===== config.mk =====
export PLATFORM = sky130hd
export DESIGN_NAME = div
export DESIGN_NICKNAME = d
export VERILOG_FILES = /design/src/rtl/div_pkg.sv /design/src/rtl/div.sv
export SDC_FILE = /design/constraint.sdc
export NUM_CORES = 1
export LEC_CHECK = 0
export ABC_AREA = 1
export CAP_MARGIN = 25
export CORE_MARGIN = 5
export CORE_UTILIZATION = 55
export DETAILED_ROUTE_END_ITERATION = 6
export MAX_ROUTING_LAYER = met4
export PLACE_DENSITY = 0.77
export SLEW_MARGIN = 5
export SYNTH_ARGS = -nofsm -noshare
export SYNTH_HDL_FRONTEND = slang
export SYNTH_SLANG_ARGS = --single-unit

===== constraint.sdc =====
create_clock -name clk -period 2.6 [get_ports clk]
set_input_delay 0.65 -clock clk [delete_from_list [all_inputs] [get_ports clk]]
set_output_delay 0.65 -clock clk [all_outputs]
set_load 0.01 [all_outputs]

===== src/rtl/div_pkg.sv =====
// Shared definitions for the iterative divider: FSM state encodings,
// handshake level names, bus types and a small magnitude helper.
package div_pkg;

   // Divider FSM states
   typedef enum logic [1:0] {
      DivFree   = 2'b00,
      DivByZero = 2'b01,
      DivOn     = 2'b10,
      DivEnd    = 2'b11
   } div_state_e;

   localparam logic DivResultReady    = 1'b1;
   localparam logic DivResultNotReady = 1'b0;
   localparam logic DivStart          = 1'b1;
   localparam logic DivStop           = 1'b0;

   typedef logic [63:0] DoubleRegBus;

   localparam logic [31:0] ZeroWord = 32'h0000_0000;

   // Two's-complement magnitude of v when it is a negative signed operand
   function automatic logic [31:0] abs_if_signed(input logic is_signed,
                                                 input logic [31:0] v);
      return (is_signed && v[31]) ? (~v + 32'd1) : v;
   endfunction

   // Conditional two's-complement negate
   function automatic logic [31:0] neg_if(input logic do_neg,
                                          input logic [31:0] v);
      return do_neg ? (~v + 32'd1) : v;
   endfunction

endpackage


===== src/rtl/div.sv =====
// 32-bit restoring divider, one quotient bit per cycle, signed or unsigned.
// Result is {remainder, quotient}; held with ready_o until start_i drops.
module div
   import div_pkg::*;
(
   input  logic        clk,
   input  logic        rst,
   input  logic        signedDiv_i,
   input  logic [31:0] opNum1_i,
   input  logic [31:0] opNum2_i,
   input  logic        start_i,
   input  logic        annul_i,
   output DoubleRegBus result_o,
   output logic        ready_o
);

   div_state_e  state_q,   state_d;
   logic [5:0]  cnt_q,     cnt_d;
   logic [64:0] work_q,    work_d;
   logic [31:0] divisor_q, divisor_d;
   logic        signed_q,  signed_d;
   logic        sign1_q,   sign1_d;
   logic        sign2_q,   sign2_d;
   logic        ready_q,   ready_d;
   DoubleRegBus result_q,  result_d;

   logic [32:0] trial;
   logic [31:0] quot_fix;
   logic [31:0] rem_fix;

   assign trial    = {1'b0, work_q[63:32]} - {1'b0, divisor_q};
   assign quot_fix = neg_if(signed_q && (sign1_q ^ sign2_q), work_q[31:0]);
   assign rem_fix  = neg_if(signed_q && sign1_q, work_q[64:33]);

   // Next-state, datapath step and registered output computation
   always_comb begin
      state_d   = state_q;
      cnt_d     = cnt_q;
      work_d    = work_q;
      divisor_d = divisor_q;
      signed_d  = signed_q;
      sign1_d   = sign1_q;
      sign2_d   = sign2_q;
      ready_d   = DivResultNotReady;
      result_d  = {ZeroWord, ZeroWord};

      unique case (state_q)
         DivFree: begin
            if (start_i == DivStart && !annul_i) begin
               if (opNum2_i == ZeroWord) begin
                  state_d = DivByZero;
               end else begin
                  state_d   = DivOn;
                  cnt_d     = 6'd0;
                  signed_d  = signedDiv_i;
                  sign1_d   = opNum1_i[31];
                  sign2_d   = opNum2_i[31];
                  divisor_d = abs_if_signed(signedDiv_i, opNum2_i);
                  work_d    = {ZeroWord, abs_if_signed(signedDiv_i, opNum1_i), 1'b0};
               end
            end
         end

         DivByZero: begin
            // Result stays zero; the END state publishes it
            work_d  = '0;
            state_d = annul_i ? DivFree : DivEnd;
         end

         DivOn: begin
            if (annul_i) begin
               state_d = DivFree;
            end else if (cnt_q != 6'd32) begin
               if (trial[32]) begin
                  work_d = {work_q[63:0], 1'b0};
               end else begin
                  work_d = {trial[31:0], work_q[31:0], 1'b1};
               end
               cnt_d = cnt_q + 6'd1;
            end else begin
               state_d = DivEnd;
               cnt_d   = 6'd0;
            end
         end

         DivEnd: begin
            // Hold the answer until EX releases start
            if (start_i == DivStop) begin
               state_d = DivFree;
            end else begin
               ready_d  = DivResultReady;
               result_d = {rem_fix, quot_fix};
            end
         end

         default: state_d = DivFree;
      endcase
   end

   // State and datapath registers with asynchronous clear
   always_ff @(posedge clk or negedge rst) begin
      if (!rst) begin
         state_q   <= DivFree;
         cnt_q     <= 6'd0;
         work_q    <= '0;
         divisor_q <= ZeroWord;
         signed_q  <= 1'b0;
         sign1_q   <= 1'b0;
         sign2_q   <= 1'b0;
         ready_q   <= DivResultNotReady;
         result_q  <= '0;
      end else begin
         state_q   <= state_d;
         cnt_q     <= cnt_d;
         work_q    <= work_d;
         divisor_q <= divisor_d;
         signed_q  <= signed_d;
         sign1_q   <= sign1_d;
         sign2_q   <= sign2_d;
         ready_q   <= ready_d;
         result_q  <= result_d;
      end
   end

   assign ready_o  = ready_q;
   assign result_o = result_q;

endmodule


==> flow_summary.yaml, run 1 <==
run_status:
  status: "completed"
drt:
  avgRoutedWirePerCell_um: 16.2
  drt-pass1-iter-count: 6
  via_count: 14600
  ant_nets: 0
  post_drt_via_cell_ratio: 5.47
  route.final.wire_length_um: 43000
  drt_iter0_drc: 1746
  drc_errors: 0
synthesis:
  seq_area_frac_synth_pct: 32.6
  syn-cell-area_mm2: 0.0133
  syn-mean-instance-area_um2: 6.28
  synth_largest_area_cell: "dfrtp_1"
  yosys.cell_types.count: 46
  synth_top_cell_area_share_pct: 32.6
  synth_flop_type: "dfrtp_1"
  synth.net_count: 2228
  instance_count_of_the_mapped_netlist: 2115
  edff_count_synth: 0
  asyncSetResetFlopFracSynth_pct: 100
  postSynthRegisterBits: 173
  yosys_warnings: 0
  synth_area_leaders: "dfrtp_1 33%, nand2_1 20%, inv_1 8.6%"
cells_and_area:
  antennaDiodeCount: 0
  drive_above_1_share_pct: 8.36
  sequential_cell_area_mm2: 0.00433
  n_fill_cell: 2084
  final_util_pct: 69.0
  multiInputGateArea_mm2: 0.00748
  final_net_count: 2444
  layout-area-overhead-vs-synth_pct: 22.8
floorplanning:
  die_y_um: 165
  core-area_mm2: 0.0236
  die_width_um: 165
  num_io_pins: 134
  rows: 56
  floorplan.initialDensity_pct: 56.2
  die_area_mm2: 0.0273
worst_setup_path:
  worstPathCellList: "inv_1 -> ha_1 -> fa_1 -> inv_2 -> nand2_1 -> nand2_1 -> nand3_1 -> nand2_2 -> nand2_1 -> nand2_2 -> nand2_2 -> nand2_4 -> buf_12 -> inv_2 -> buf_12 -> nand2_1 -> nand3_1 -> nand2_1"
  arrival_ns: 2.81
  crit_path_start_kind: "flop"
  cpPeakStageDelay_ns: 0.37
  cp_common_cell: "nand2_1"
  cp_top_family: "simple AND/OR/NAND/NOR gates"
  worst-path-buf-inv: 5
  worst-r2r-setup-slack_ns: 0.16
  slowest_stage: "fa_1"
  timing.critical_path.required_ns: 2.96
  crit_fanout: 26
  critical_path_class: "flop to flop"
  endpoint_kind: "flop"
sta:
  worst_pin_slew_ns: 0.597
  finClkSkew_ns: 0.0140
  final_number_of_hold_violating_endpoints: 0
  relSlewSlack_pct: 60.1
  finalWorstPathRequiredPeriod_ns: 2.44
  fin_crit_sh_pct: 93.9
  report.final.setup_viol: 0
  fmax_mhz: 410
  slew_viol_final: 0
grt:
  grt_start_max_net_pins: 58
  antenna_found_initial: 0
  grt_pass1_vias: 13100
  grtUsageTotal_pct: 32.6
  grt.overflow.total: 0
  global_route_wire_length_before_repair_um: 68200
power_and_ir_drop:
  power.combinational.fraction_pct: 53.8
  vdd.ir_drop.worst_mv: 0.640
  pwr-share-clk_pct: 18.9
  p_leak_nw: 8.64
  pwr-share-seq_pct: 27.3
  switching_share_pct: 48.5
  fin_total_pwr_w: 0.0137
  cell_internal_power_dissipation_w: 0.00707
  p_switching_w: 0.00665
  total_power_divided_by_cell_area_mw_per_mm2: 842
cts:
  cts_root_buffer: "clkbuf_16"
  cts-htree-levels: 4
  cts_tree: "done"
  numCtsBuffers: 17
  cts.clk_slew.worst_paths_ns: 0.08
  clock_sinks: 173
  cts.path.max_buffers: 2
  clk_latency_ns: 0.44
place:
  post-dp-hpwl_um: 34900
  io_buffers: 133
  gp_congestion: 1.02
flow_run:
  maxCapViolations: 0
min_path:
  timing.hold.worst.class: "primary input to asynchronous set/reset pin"
## per-stage QoR
step | cells | TNS, ns | setup WS (ns) | area, um^2 | hold slack, ns
after global placement | 2630 | -1.06 | -0.0485 | 15700 | 0.465
after global routing | 2663 | -0.00316 | -0.00316 | 16300 | 0.201
final | 2663 | 0 | 0.159 | 16300 | 0.165
after CTS | 2662 | 0 | 0.0917 | 16300 | 0.176
after detailed placement | 2630 | -3.80 | -0.183 | 15700 | 0.465
after floorplan | 2115 | 0 | 0.475 | 13300 | 0.354
## layout make-up
class	count	share of cell area [%]
Multi-Input combinational cell	1578	45.9
Sequential cell	173	26.6
Timing Repair Buffer	248	14.2
Inverter	313	7.21
Clock buffer	17	2.61
Tap cell	319	2.45
Clock inverter	15	1.10
## power groups by stage
stage          sequential (W)  combinational [W]  clock, W
4_1_cts               0.00372            0.00721   0.00262
6_report              0.00375            0.00738   0.00260
3_3_place_gp          0.00375            0.00705         0
2_1_floorplan         0.00368            0.00487         0
3_5_place_dp          0.00378            0.00717         0
5_1_grt               0.00380            0.00815   0.00273
## kinds of logic after synthesis
logic type	share of synthesized area, %
compound gates	9.72
xor+xnor	2.90
fa+ha+maj	4.20
simple gates	39.4
flops	32.6
buf+inv	11.1
## state kept, by name, summed over array words and instances, names as in the netlist
signal and count:
state_q 2, sign1_q 1, cnt_q 6, sign2_q 1, ready_o 1, work_q 65, divisor_q 32, result_o 64
signed_q 1
## per-layer routing
metal / track usage, % / part of all wire [%]
met4: 7.91 / 1.9
met2: 46.6 / 42
met1: 49.0 / 46
met3: 4.54 / 9.7
met5: - / 0
## final timing paths
path                                    start             to  cells past startpoint
worst max-delay path               work_q[32]     work_q[46]                     18
worst min-delay path                      rst  divisor_q[21]                      1
worst max register to register     work_q[32]     work_q[46]                     18
worst min register to register  divisor_q[28]  divisor_q[28]                      2
max in group asynchronous                 rst     work_q[17]                      2
min in group clk                divisor_q[28]  divisor_q[28]                      2
## cells in the mapped netlist (7+ instances only)
cell	number
nor2_1	260
nand3b_1	7
nand3_1	188
nor3_1	41
inv_1	304
ha_1	43
xor2_1	28
nor2_2	9
nand4_1	31
buf_2	15
dfrtp_1	173
inv_2	7
clkbuf_1	19
nand2_1	698
xnor2_1	16
o21ai_2	11
o21ai_0	108
buf_6	11
o22ai_1	11
a21oi_1	63
o21ai_1	15
## layout by cell type, fill, tap and decap left out, types with 11 or more instances in the layout
master           Yosys  final
a21oi_1             63     63
buf_4                2    106
clkbuf_16            0     17
clkdlybuf4s50_1      0    132
dfrtp_1            173    173
ha_1                43     43
inv_1              304    303
nand2_1            698    696
nand3_1            188    188
nand4_1             31     31
nor2_1             260    260
nor3_1              41     40
o21ai_0            108    108
o21ai_1             15     15
o21ai_2             11     11
o22ai_1             11     11
xnor2_1             16     16
xor2_1              28     28
## what timing repair did
action / CTS / global route
gates resized for setup: 0 / 5
buffers inserted: 0 / 1
endpoints found under the setup margin: 0 / 28
hold buffers: 0 / 0
No activity file was read; power rests on OpenSTA's default activity.
==> run 2, diff against run 1 <==
- CTS_CLUSTER_DIAMETER: not set -> 120
- SETUP_SLACK_MARGIN: not set -> 0.5
==> run 2 against run 1 <==
Against the previous run: final cell count increased by 1.7%; flip-flop and latch count unchanged; non-clock buffer count increased by 41; first-iteration DRC count increased by 20%; combinational power increased by 21%; worst setup slack improved by 0.18 ns; clock-buffer cell count increased by 1; sequential share of layout area decreased by 2.3 points; via count increased by 5.5%; total power increased by 12%; design area increased by 9.8%; critical path type unchanged; largest cell class unchanged; largest power group unchanged.
==> flow_summary.yaml, run 2 (same netlist as run 1, synthesis figures left out) <==
power_and_ir_drop:
  p_switching_w: 0.00745
  vdd.ir_drop.worst_mv: 0.624
  switching_share_pct: 48.5
  p_leak_nw: 9.22
  cell_internal_power_dissipation_w: 0.00790
  power.combinational.fraction_pct: 58.3
  fin_total_pwr_w: 0.0154
  pwr-share-clk_pct: 17.1
  pwr-share-seq_pct: 24.6
  total_power_divided_by_cell_area_mw_per_mm2: 858
place:
  place_inst: 2621
  post-dp-hpwl_um: 33900
  io_buffers: 133
  placed_cell_area_mm2: 0.0156
  gp_congestion: 0.971
cells_and_area:
  top_register: "work_q"
  final_cell_count_no_fill: 2707
  final_net_count: 2488
  final_cell_area_mm2: 0.0179
  largest_reg_flops: 65
  layout-area-overhead-vs-synth_pct: 34.8
  drive_above_1_share_pct: 17.0
  antennaDiodeCount: 0
  most-common-layout-cells: "663 x nand2_1, 286 x inv_1, 234 x nor2_1"
  final_util_pct: 75.8
  final_common_cell: "nand2_1"
drt:
  post_drt_via_cell_ratio: 5.68
  drt-pass1-iter-count: 6
  route.final.wire_length_um: 48100
  ant_nets: 0
  drt_iter0_drc: 2093
  via_count: 15400
  drc_errors: 0
  avgRoutedWirePerCell_um: 17.8
cts:
  cts.path.max_buffers: 2
  numCtsBuffers: 17
  clk_latency_ns: 0.45
  cts-htree-levels: 4
  cts.hold.buffers_added: 0
  cts_tree: "done"
  clock_sinks: 173
  cts_root_buffer: "clkbuf_16"
  cts.clk_slew.worst_paths_ns: 0.09
grt:
  grt_start_max_net_pins: 74
  antenna_found_initial: 0
  grt_busiest_layer: "met1"
  grt_pass1_vias: 13500
  gr_met2_demand_resource_pct: 47.6
  met1_resource_use_gr_pct: 51.9
  grtUsageTotal_pct: 33.9
  global_route_wire_length_before_repair_um: 71200
  grt.overflow.total: 0
  global_route_met3_usage_pct: 5.14
worst_setup_path:
  crit_path_start_kind: "flop"
  critPathLaunch: "work_q[48]"
  reg2reg_to: "work_q[45]"
  timing.critical_path.required_ns: 2.98
  endpoint_kind: "flop"
  critical_path_class: "flop to flop"
  critPathCapture: "work_q[45]"
  crit_fanout: 7
  start_of_the_worst_register_to_register_path: "work_q[48]"
  worst-r2r-setup-slack_ns: 0.34
  arrival_ns: 2.64
  rr_worst_depth: 12
min_path:
  timing.hold.worst.class: "primary input to asynchronous set/reset pin"
sta:
  finClkSkew_ns: 0.0254
  report.final.setup_viol: 0
  rsz_0062_raised_after_global_routing: "yes"
  worst_pin_slew_ns: 0.524
  relSlewSlack_pct: 65.1
  fin_crit_sh_pct: 87.0
  fmax_mhz: 442
  slew_viol_final: 0
  final_number_of_hold_violating_endpoints: 0
  finalWorstPathRequiredPeriod_ns: 2.26
flow_run:
  maxCapViolations: 0
floorplanning:
  num_io_pins: 134
  floorplan.initialDensity_pct: 56.2
  die_width_um: 165
  rows: 56
  core-area_mm2: 0.0236
  die_y_um: 165
  die_area_mm2: 0.0273
run_status:
  status: "completed"
==> run 2: changes by cell type in the layout (fill, tap and decap cells not counted), sizes merged <==
| cell | before | now |
|---|---|---|
| buf | 116 | 153 |
| clkbuf | 17 | 22 |
| clkdlybuf4s50 | 132 | 109 |
| clkinv | 10 | 7 |
| clkinvlp | 1 | 5 |
| dlygate4sd2 | 0 | 2 |
| dlymetal6s2s | 0 | 21 |
| inv | 317 | 316 |
| nand2 | 701 | 702 |
| nor2 | 271 | 272 |
==> run 2: layer usage <==
metal  share of wire [%]  wire length [um]
met5                   0                 0
met4                 2.3              1110
met3                  12              5560
met2                  43             20600
met1                  43             20800
==> run 2: worst min path at each step <==
| stage | startpoint | endpoint |
|---|---|---|
| 2_1_floorplan | rst | cnt_q[0] |
| 3_3_place_gp | divisor_q[28] | divisor_q[28] |
| 3_5_place_dp | divisor_q[28] | divisor_q[28] |
| 4_1_cts | rst | divisor_q[22] |
| 5_1_grt | rst | divisor_q[26] |
| 6_report | rst | divisor_q[22] |
==> run 2: cell type report <==
| cell class | instances | area (um^2) |
|---|---|---|
| timing repair buffer | 289 | 2920 |
| multi-input combinational | 1580 | 8450 |
| clock buffer | 18 | 439 |
| fill | 1777 | 5720 |
| sequential | 173 | 4340 |
| tap | 319 | 399 |
| inverter | 313 | 1200 |
| timing repair inverter | 1 | 7.51 |
| clock inverter | 14 | 143 |
==> run 2: what timing repair did <==
action / 4_1_cts / 5_1_grt
setup buffers: 18 / 24
cloned: 7 / 5
pin swaps: 29 / 51
setup endpoints to repair: 109 / 121
resized for setup: 114 / 163
==> run 2: metrics by stage <==
step	hold WS (ns)	setup WS [ns]	TNS (ns)
2_1_floorplan	0.354	0.526	0
3_3_place_gp	0.464	-0.0747	-2.34
3_5_place_dp	0.474	-0.178	-5.36
4_1_cts	0.134	0.382	0
5_1_grt	0.154	0.248	0
6_report	0.119	0.338	0
==> run 2: critical path, cell delays in order (launching register included) <==
cell and delay, ns:
dfrtp_1 0.50, ha_4 0.35, nand2_1 0.10, nor2_2 0.17, nand2_1 0.17, nor2_4 0.20
nand2_8 0.09, nand2_8 0.14, inv_8 0.06, clkbuf_16 0.17, nand2_1 0.06, nand3_1 0.09
nand2_1 0.09
==> run 2: power by group through the flow <==
| stage | sequential, W | clock [W] | combinational, W |
|---|---|---|---|
| after global routing | 0.00384 | 0.00273 | 0.00966 |
| after global placement | 0.00374 | 0 | 0.00704 |
| final | 0.00378 | 0.00262 | 0.00895 |
| after CTS | 0.00374 | 0.00260 | 0.00807 |
| after floorplan | 0.00368 | 0 | 0.00488 |
| after detailed placement | 0.00379 | 0 | 0.00718 |
==> run 3, diff against run 2 <==
==> constraint.sdc (replaced) <==
create_clock -name clk -period 2.6 [get_ports clk]
set_input_delay 0.52 -clock clk [delete_from_list [all_inputs] [get_ports clk]]
set_output_delay 0.52 -clock clk [all_outputs]
set_load 0.01 [all_outputs]
==> run 3 against run 2 <==
Against the previous run: sequential power about the same; worst setup slack improved by 0.022 ns; first-iteration DRC count down 24%; critical path type unchanged; largest cell class unchanged; global-route usage is 1.3 points lower; non-clock buffer count decreased by 57; register-to-register slack better by 0.02 ns; wire length decreased by 8.0%; sequential share of layout area increased by 1.4 points; critical path depth increased by 5.
==> flow_summary.yaml, run 3 (same netlist as run 1, synthesis figures left out) <==
place:
  io_buffers: 133
  gp_congestion: 1.07
  post-dp-hpwl_um: 33800
  placed_cell_area_mm2: 0.0154
drt:
  drt-pass1-iter-count: 6
  drc_errors: 0
  drt_iter0_drc: 1590
  avgRoutedWirePerCell_um: 16.7
  ant_nets: 0
  route.final.wire_length_um: 44200
  post_drt_via_cell_ratio: 5.48
  via_count: 14500
floorplanning:
  die_area_mm2: 0.0273
  core-area_mm2: 0.0236
  die_width_um: 165
  floorplan.initialDensity_pct: 56.2
  die_y_um: 165
  num_io_pins: 134
  rows: 56
worst_setup_path:
  rr_worst_depth: 17
  arrival_ns: 2.61
  cpPeakStageDelay_ns: 0.42
  critical_path_class: "flop to flop"
  crit_path_start_kind: "flop"
  slowest_stage: "dfrtp_1"
  cp_common_cell: "nand2_2"
  crit_fanout: 11
  worstPathCellList: "ha_4 -> fa_2 -> inv_2 -> nand2_2 -> nand2_2 -> nand3_2 -> nand2_2 -> nand2_2 -> nand2_2 -> nand2_2 -> nand2_4 -> buf_12 -> inv_6 -> clkbuf_16 -> nand2_2 -> nand3_1 -> nand2_1"
  timing.critical_path.required_ns: 2.97
  endpoint_kind: "flop"
sta:
  rsz_0062_raised_after_global_routing: "yes"
  worst_pin_slew_ns: 0.609
  finalWorstPathRequiredPeriod_ns: 2.24
  relSlewSlack_pct: 59.0
  fin_crit_sh_pct: 86.1
  fmax_mhz: 447
  slew_viol_final: 0
  final_number_of_hold_violating_endpoints: 0
  fin_setup_tns_ns: 0
  report.final.setup_viol: 0
  finClkSkew_ns: 0.0157
min_path:
  timing.hold.worst.class: "flop to flop"
  timing.hold.worst_path_depth: 2
power_and_ir_drop:
  total_power_divided_by_cell_area_mw_per_mm2: 858
  vdd.ir_drop.worst_mv: 0.680
  p_leak_nw: 8.63
cells_and_area:
  final_net_count: 2429
  final_common_cell: "nand2_1"
  final_util_pct: 71.5
  final_cell_area_mm2: 0.0169
  drive_above_1_share_pct: 12.2
  antennaDiodeCount: 0
  top_register: "work_q"
  n_fill_cell: 1950
  layout-area-overhead-vs-synth_pct: 27.1
  most-common-layout-cells: "670 x nand2_1, 291 x inv_1, 243 x nor2_1"
  largest_reg_flops: 65
grt:
  grt_start_max_net_pins: 57
  grt.overflow.total: 0
  global_route_wire_length_before_repair_um: 68200
  antenna_found_initial: 0
  grt_pass1_vias: 13200
  grtUsageTotal_pct: 32.5
cts:
  numCtsBuffers: 17
  cts_tree: "done"
  cts.path.max_buffers: 2
  clk_latency_ns: 0.45
  clock_sinks: 173
  cts_root_buffer: "clkbuf_16"
  cts-htree-levels: 4
  cts.clk_slew.worst_paths_ns: 0.07
run_status:
  status: "completed"
flow_run:
  maxCapViolations: 0
run 3: power by group:
part / switching [W] / internal, W
Combinational: 0.00531 / 0.00284
Sequential: 0.000456 / 0.00331
Clock: 0.00128 / 0.00130
run 3: what timing repair did:
item | 4_1_cts | 5_1_grt
gates resized for setup | 74 | 68
pin swaps | 17 | 16
setup buffers | 8 | 9
endpoints found under the setup margin | 71 | 104
endpoints found under the hold margin | 2 | 0
hold buffers | 1 | 0
gates cloned | 2 | 2
run 3: worst paths after layout:
kind | startpoint | to | slack (ns)
max | divisor_q[0] | work_q[46] | 0.36
min | divisor_q[30] | divisor_q[30] | 0.49
max reg2reg | divisor_q[0] | work_q[46] | 0.36
min reg2reg | divisor_q[30] | divisor_q[30] | 0.49
max in group asynchronous | rst | work_q[43] | 1.31
min in group asynchronous | rst | divisor_q[27] | 0.58
run 3: worst max-delay path, delay by kind of cell (launching register included):
family | cells | cell delay (ns)
adders and majority gates | 2 | 0.54
buffers and inverters | 4 | 0.44
DFF | 1 | 0.42
and+or+nand+nor | 11 | 0.78
run 3: cell type report:
class,count,area [um^2],share of cell area (%)
multi-input cells,1579,8020,47.5
inverters,313,1190,7.08
flip-flops and latches,173,4340,25.7
clock inverters,14,163,0.964
repair buffers,232,2330,13.8
clock buffers,18,429,2.54
well taps,319,399,2.37
run 3: per-stage QoR:
step	hold slack, ns	std cells	power (W)	setup WS [ns]
floorplan	0.224	2115	0.00856	0.533
global placement	0.465	2594	0.0106	-0.0265
detailed placement	0.471	2594	0.0108	-0.131
CTS	0.490	2637	0.0138	0.409
global route	0.513	2648	0.0154	0.282
finish	0.488	2648	0.0145	0.361
run 3: layer usage:
metal / global-route usage [%] / wire, um / share of wire (%) / up-vias
li1: - / - / - / 7076
met1: 48.7 / 20000 / 45 / 6587
met2: 46.5 / 18600 / 42 / 774
met3: 4.94 / 4710 / 11 / 74
met4: 7.76 / 852 / 1.9 / 0
met5: - / 0 / 0 / -
